File: src/rtl/ld_st_control_unit.sv
// ld_st_control_unit: Moore fetch/ld/ldi/st sequencer driving data_path, with memory wait states, timeout and illegal-opcode faults.
// Optional retired-instruction and stall counters are enabled by defining LDST_PERF_EN.
module ld_st_control_unit #(
  parameter int              OPC_W       = 5,
  parameter logic [OPC_W-1:0] OPC_LD      = OPC_W'(0),
  parameter logic [OPC_W-1:0] OPC_LDI     = OPC_W'(1),
  parameter logic [OPC_W-1:0] OPC_ST      = OPC_W'(2),
  parameter logic [4:0]      ALU_ADD_OP  = 5'b00011,
  parameter int              MEM_TIMEOUT = 16
) (
  input  logic        Clock,
  input  logic        clear,
  input  logic        run,
  input  logic [31:0] ir,
  input  logic        mem_ready,
  output logic        PCout,
  output logic        MARin,
  output logic        IncPC,
  output logic        PCin,
  output logic        Zlowout,
  output logic        ZHighin,
  output logic        Zlowin,
  output logic        Read,
  output logic        Write,
  output logic        MDRin,
  output logic        MDRout,
  output logic        IRin,
  output logic        Gra,
  output logic        Grb,
  output logic        BAOut,
  output logic        Yin,
  output logic        Cout,
  output logic        Rin,
  output logic        Rout,
  output logic [4:0]  op,
  output logic        busy,
  output logic        fault,
  output logic [1:0]  fault_code,
  output logic [31:0] instr_count,
  output logic [31:0] stall_count
);
  localparam int CW = $clog2(MEM_TIMEOUT + 1);
  localparam logic [3:0] IDLE   = 4'd0;
  localparam logic [3:0] T0     = 4'd1;
  localparam logic [3:0] T1     = 4'd2;
  localparam logic [3:0] T2     = 4'd3;
  localparam logic [3:0] T3     = 4'd4;
  localparam logic [3:0] T4     = 4'd5;
  localparam logic [3:0] T5     = 4'd6;
  localparam logic [3:0] T6     = 4'd7;
  localparam logic [3:0] T7     = 4'd8;
  localparam logic [3:0] RETIRE = 4'd9;
  localparam logic [3:0] FAULT  = 4'd10;

  logic [3:0]       state, nxt;
  logic [CW-1:0]    cnt;
  logic [OPC_W-1:0] opc;
  logic [31-OPC_W:0] unused_ir;
  logic             is_ld, is_ldi, is_st, legal, wst, tmo;

  assign opc       = ir[31 -: OPC_W];
  assign unused_ir = ir[31-OPC_W:0];
  assign is_ld     = opc == OPC_LD;
  assign is_ldi    = opc == OPC_LDI;
  assign is_st     = opc == OPC_ST;
  assign legal     = is_ld | is_ldi | is_st;
  assign wst       = (state == T1) | (state == T6 & is_ld) | (state == T7 & is_st);
  // the cycle that would bring the count to MEM_TIMEOUT without ready is the last one allowed
  assign tmo       = cnt == CW'(MEM_TIMEOUT - 1);

  always_comb begin
    nxt = state;
    case (state)
      IDLE:    nxt = run ? T0 : IDLE;
      T0:      nxt = T1;
      T1:      nxt = mem_ready ? T2 : tmo ? FAULT : T1;
      T2:      nxt = T3;
      T3:      nxt = legal ? T4 : FAULT;
      T4:      nxt = T5;
      T5:      nxt = is_ldi ? RETIRE : T6;
      T6:      nxt = !is_ld ? T7 : mem_ready ? T7 : tmo ? FAULT : T6;
      T7:      nxt = !is_st ? RETIRE : mem_ready ? RETIRE : tmo ? FAULT : T7;
      RETIRE:  nxt = run ? T0 : IDLE;
      default: nxt = FAULT;
    endcase
  end

  always_ff @(posedge Clock) begin
    if (clear) begin
      state      <= IDLE;
      cnt        <= '0;
      fault      <= 1'b0;
      fault_code <= 2'b00;
    end else begin
      state <= nxt;
      cnt   <= (wst && !mem_ready && nxt == state) ? cnt + 1'b1 : '0;
      if (nxt == FAULT && state != FAULT) begin
        fault      <= 1'b1;
        fault_code <= (state == T3) ? 2'b01 : 2'b10;
      end
    end
  end

  assign PCout   = state == T0;
  assign MARin   = (state == T0) | (state == T5 & !is_ldi);
  assign IncPC   = state == T0;
  assign PCin    = state == T1 && cnt == '0;
  assign Zlowout = (state == T1) | (state == T5);
  assign ZHighin = (state == T0) | (state == T4);
  assign Zlowin  = (state == T0) | (state == T4);
  assign Read    = (state == T1) | (state == T6 & is_ld);
  assign Write   = state == T7 & is_st;
  assign MDRin   = (state == T1) | (state == T6);
  assign MDRout  = (state == T2) | (state == T7 & is_ld);
  assign IRin    = state == T2;
  assign Gra     = (state == T5 & is_ldi) | (state == T6 & is_st) | (state == T7 & is_ld);
  assign Grb     = state == T3 & legal;
  assign BAOut   = state == T3 & legal;
  assign Yin     = state == T3 & legal;
  assign Cout    = state == T4;
  assign Rin     = (state == T5 & is_ldi) | (state == T7 & is_ld);
  assign Rout    = state == T6 & is_st;
  assign op      = (state == T4) ? ALU_ADD_OP : 5'd0;
  assign busy    = state != IDLE && state != FAULT;

`ifdef LDST_PERF_EN
  always_ff @(posedge Clock) begin
    if (clear) begin
      instr_count <= '0;
      stall_count <= '0;
    end else begin
      instr_count <= instr_count + 32'(state == RETIRE);
      stall_count <= stall_count + 32'(wst && !mem_ready);
    end
  end
`else
  assign instr_count = '0;
  assign stall_count = '0;
`endif
endmodule
File: config.mk
export PLATFORM = sky130hd
export DESIGN_NAME = ld_st_control_unit
export DESIGN_NICKNAME = d
export VERILOG_FILES = /design/src/rtl/ld_st_control_unit.sv
export SDC_FILE = /design/constraint.sdc
export NUM_CORES = 1
export LEC_CHECK = 0
export ABC_AREA = 1
export CAP_MARGIN = 20
export CORE_ASPECT_RATIO = 0.6
export CORE_MARGIN = 4
export CORE_UTILIZATION = 33
export CTS_CLUSTER_SIZE = 16
export DETAILED_ROUTE_END_ITERATION = 10
export PLACE_DENSITY = 0.9
export SLEW_MARGIN = 40
export SYNTH_ARGS = -nofsm -noshare
export SYNTH_HDL_FRONTEND = slang
export SYNTH_SLANG_ARGS = --single-unit
export TNS_END_PERCENT = 10
File: constraint.sdc
create_clock -name Clock -period 2.2 [get_ports Clock]
set_input_delay 0.66 -clock Clock [delete_from_list [all_inputs] [get_ports Clock]]
set_output_delay 0.66 -clock Clock [all_outputs]
set_load 0.02 [all_outputs]
==> results.yml <==
status:
  status: "complete, but fails checks"
  violations: "setup timing"
cts:
  cts_buffers: 3
  cts_buffer_depth: 2
  cts_tree: "done"
  cts.sinks: 12
  postCtsHoldBufs: 0
  path_clk_slew_ns: 0.05
  clockRootBuffer: "clkbuf_8"
  htreeDepth: 1
  clk_latency_ns: 0.24
synth:
  syn_area_per_cell_um2: 6.77
  synth_area_leaders: "buf_4 (36%), dfxtp_1 (16%), nand2_1 (6.7%)"
  synth_area_leader_cell: "buf_4"
  synth_cell_types: 24
  synth.top_cell.area_share: 0.364
  synth_area_um2: 1500
  ys_ff_latch: 12
  syn_inst: 222
  ys_seq_area_frac: 0.160
  yosysWarnings: 0
grt:
  antenna_found_initial: 0
  track_usage: 0.125
  first_global_vias: 1154
  grt_pass1_wl_um: 5490
  grt_max_degree: 8
  grt-ovfl-total: 0
sta:
  layout_min_cycle_time_ns: 2.21
  period_share: 1.01
  whs_ns: 0.459
  drv_slew: 0
  worst_clock_skew_ns: 0.00142
  postLayoutSetupSlackWorst_ns: -0.0126
  finalHoldViolCount: 0
  setup_violations: 2
  rsz0062_at_grt: "yes"
  fmax_ghz: 0.452
drt:
  wirelength_um: 3820
  vias: 1304
  viasPerCell: 3.82
  drt_pre_antenna_iters: 4
  drtAntennaViolNets: 0
  avgRoutedWirePerCell_um: 11.2
  first_iter_violations: 62
  route.detailed.drc: 0
placed_design:
  place_area_um2: 1810
  place_hpwl_um: 3160
  gp_congestion: 0.896
  port_buffers: 33
finish:
  num_antenna_cells: 0
  drive_gt1_frac: 0.374
  design_area_um2: 1890
  multi_input_comb_area_um2: 910
  fillers: 426
  seqCellArea_um2: 245
  area_growth_pct: 25.9
  nNetsFinal: 321
pwr:
  ir_drop_v: 0.000275
  finalPower_mw: 0.911
  p_leak_nw: 1.00
  p_per_area_nw_per_um2: 481
floorplan:
  die_w_um: 95.2
  std_cell_rows: 18
  initial_utilization: 0.353
  fp.coreArea_um2: 4260
  die_h_um: 60.3
  die_area_um2: 5740
  ios: 128
critical_path:
  crit_arrival_ns: 1.55
  worstPathMaxFanout: 4
  critPathLaunchType: "input port"
  end_kind: "primary output"
  r2r_slack_ns: 0.33
  required_ns: 1.54
  crit_type: "in -> out"
job:
  drv_cap: 0
hold_path:
  min_path_type: "reg -> reg"
-- worst max-delay path, cell delays in order --
cell	delay, ns
clkdlybuf4s15_2	0.22
inv_2	0.07
nand3_1	0.13
nor2_2	0.18
clkdlybuf4s15_2	0.29
-- logic make-up after synthesis --
family	count (synthesis)	share of synthesized area
DFF	12	0.160
AOI/OAI and AO/OA	14	0.0516
other	1	0.00249
buffers and inverters	102	0.437
xor gates and xnor gates	2	0.0116
and+or+nand+nor	88	0.313
adders and majority gates	3	0.0250
-- cells in the mapped netlist --
cell type and n:
nand3_4 1, nand3_2 3, buf_4 73, conb_1 1
nand3_1 6, xor2_1 1, nand2_4 3, nor3_2 5
nand4_1 1, inv_2 8, a31oi_2 1, dfxtp_1 12
xnor2_1 1, inv_1 21, ha_1 3, nand2_1 27
o21ai_0 8, nor2_1 24, or2_2 1, a21oi_1 5
nor4_1 2, nand2_2 6, nor3_1 1, nor2_2 8
-- routing by layer --
layer / global-route usage / up-vias / routed length (µm)
met2: 0.204 / 42 / 1950
li1: - / 660 / -
met5: 0 / - / 0
met1: 0.167 / 600 / 1590
met4: 0.0185 / 0 / 12
met3: 0.0377 / 2 / 264
-- through the flow --
| step | setup WS (ns) | utilization | TNS (ns) | cells |
|---|---|---|---|---|
| final | -0.0126 | 0.445 | -0.0229 | 341 |
| after floorplan | -0.0626 | - | -0.0626 | 288 |
| after global routing | -0.0575 | 0.445 | -0.224 | 341 |
| after CTS | 0.00221 | 0.442 | 0 | 340 |
| after global placement | -0.754 | 0.424 | -7.47 | 334 |
| after detailed placement | -0.834 | 0.424 | -8.15 | 334 |
-- what timing repair did --
action,CTS,global route
setup endpoints to repair,21,16
resized for setup,94,15
setup buffers,2,1
pin swaps,12,3
-- area by class of cell --
cell class | count | share of cell area
multi-input combinational | 174 | 0.481
timing repair buffer | 62 | 0.264
sequential | 12 | 0.130
inverter | 29 | 0.0575
tap | 60 | 0.0397
clock buffer | 4 | 0.0291
-- path summary, 6_finish.rpt --
| kind | endpoint | from | cells past startpoint |
|---|---|---|---|
| max | BAOut | ir[31] | 5 |
| min reg2reg | fault_code[0] | fault_code[0] | 2 |
| max reg2reg | cnt[3] | cnt[0] | 13 |
| min | fault_code[0] | fault_code[0] | 2 |
-- sequential cells by signal, summed over array words and instances, names as in the netlist --
signal and count:
cnt 5, state 4, fault 1, fault_code 2
-- layout by cell type, fill, tap and decap left out, types with 5 or more instances in the layout --
cell and instances:
nor3_2 5, dfxtp_1 8, buf_4 30, clkdlybuf4s50_1 7, o21ai_0 5, dlygate4sd2_1 8
buf_2 8, inv_1 19, nand3_1 5, nand2_2 12, nor2_1 20, inv_2 10
conb_1 67, a21oi_1 5, nand2_1 21, nor2_2 9
-- power breakdown --
group          internal [mW]  total (mW)  switching (mW)
Sequential             0.228       0.239          0.0111
Clock                  0.158       0.246          0.0879
Combinational          0.128       0.425           0.297
Power figures use the tool's default switching activity.
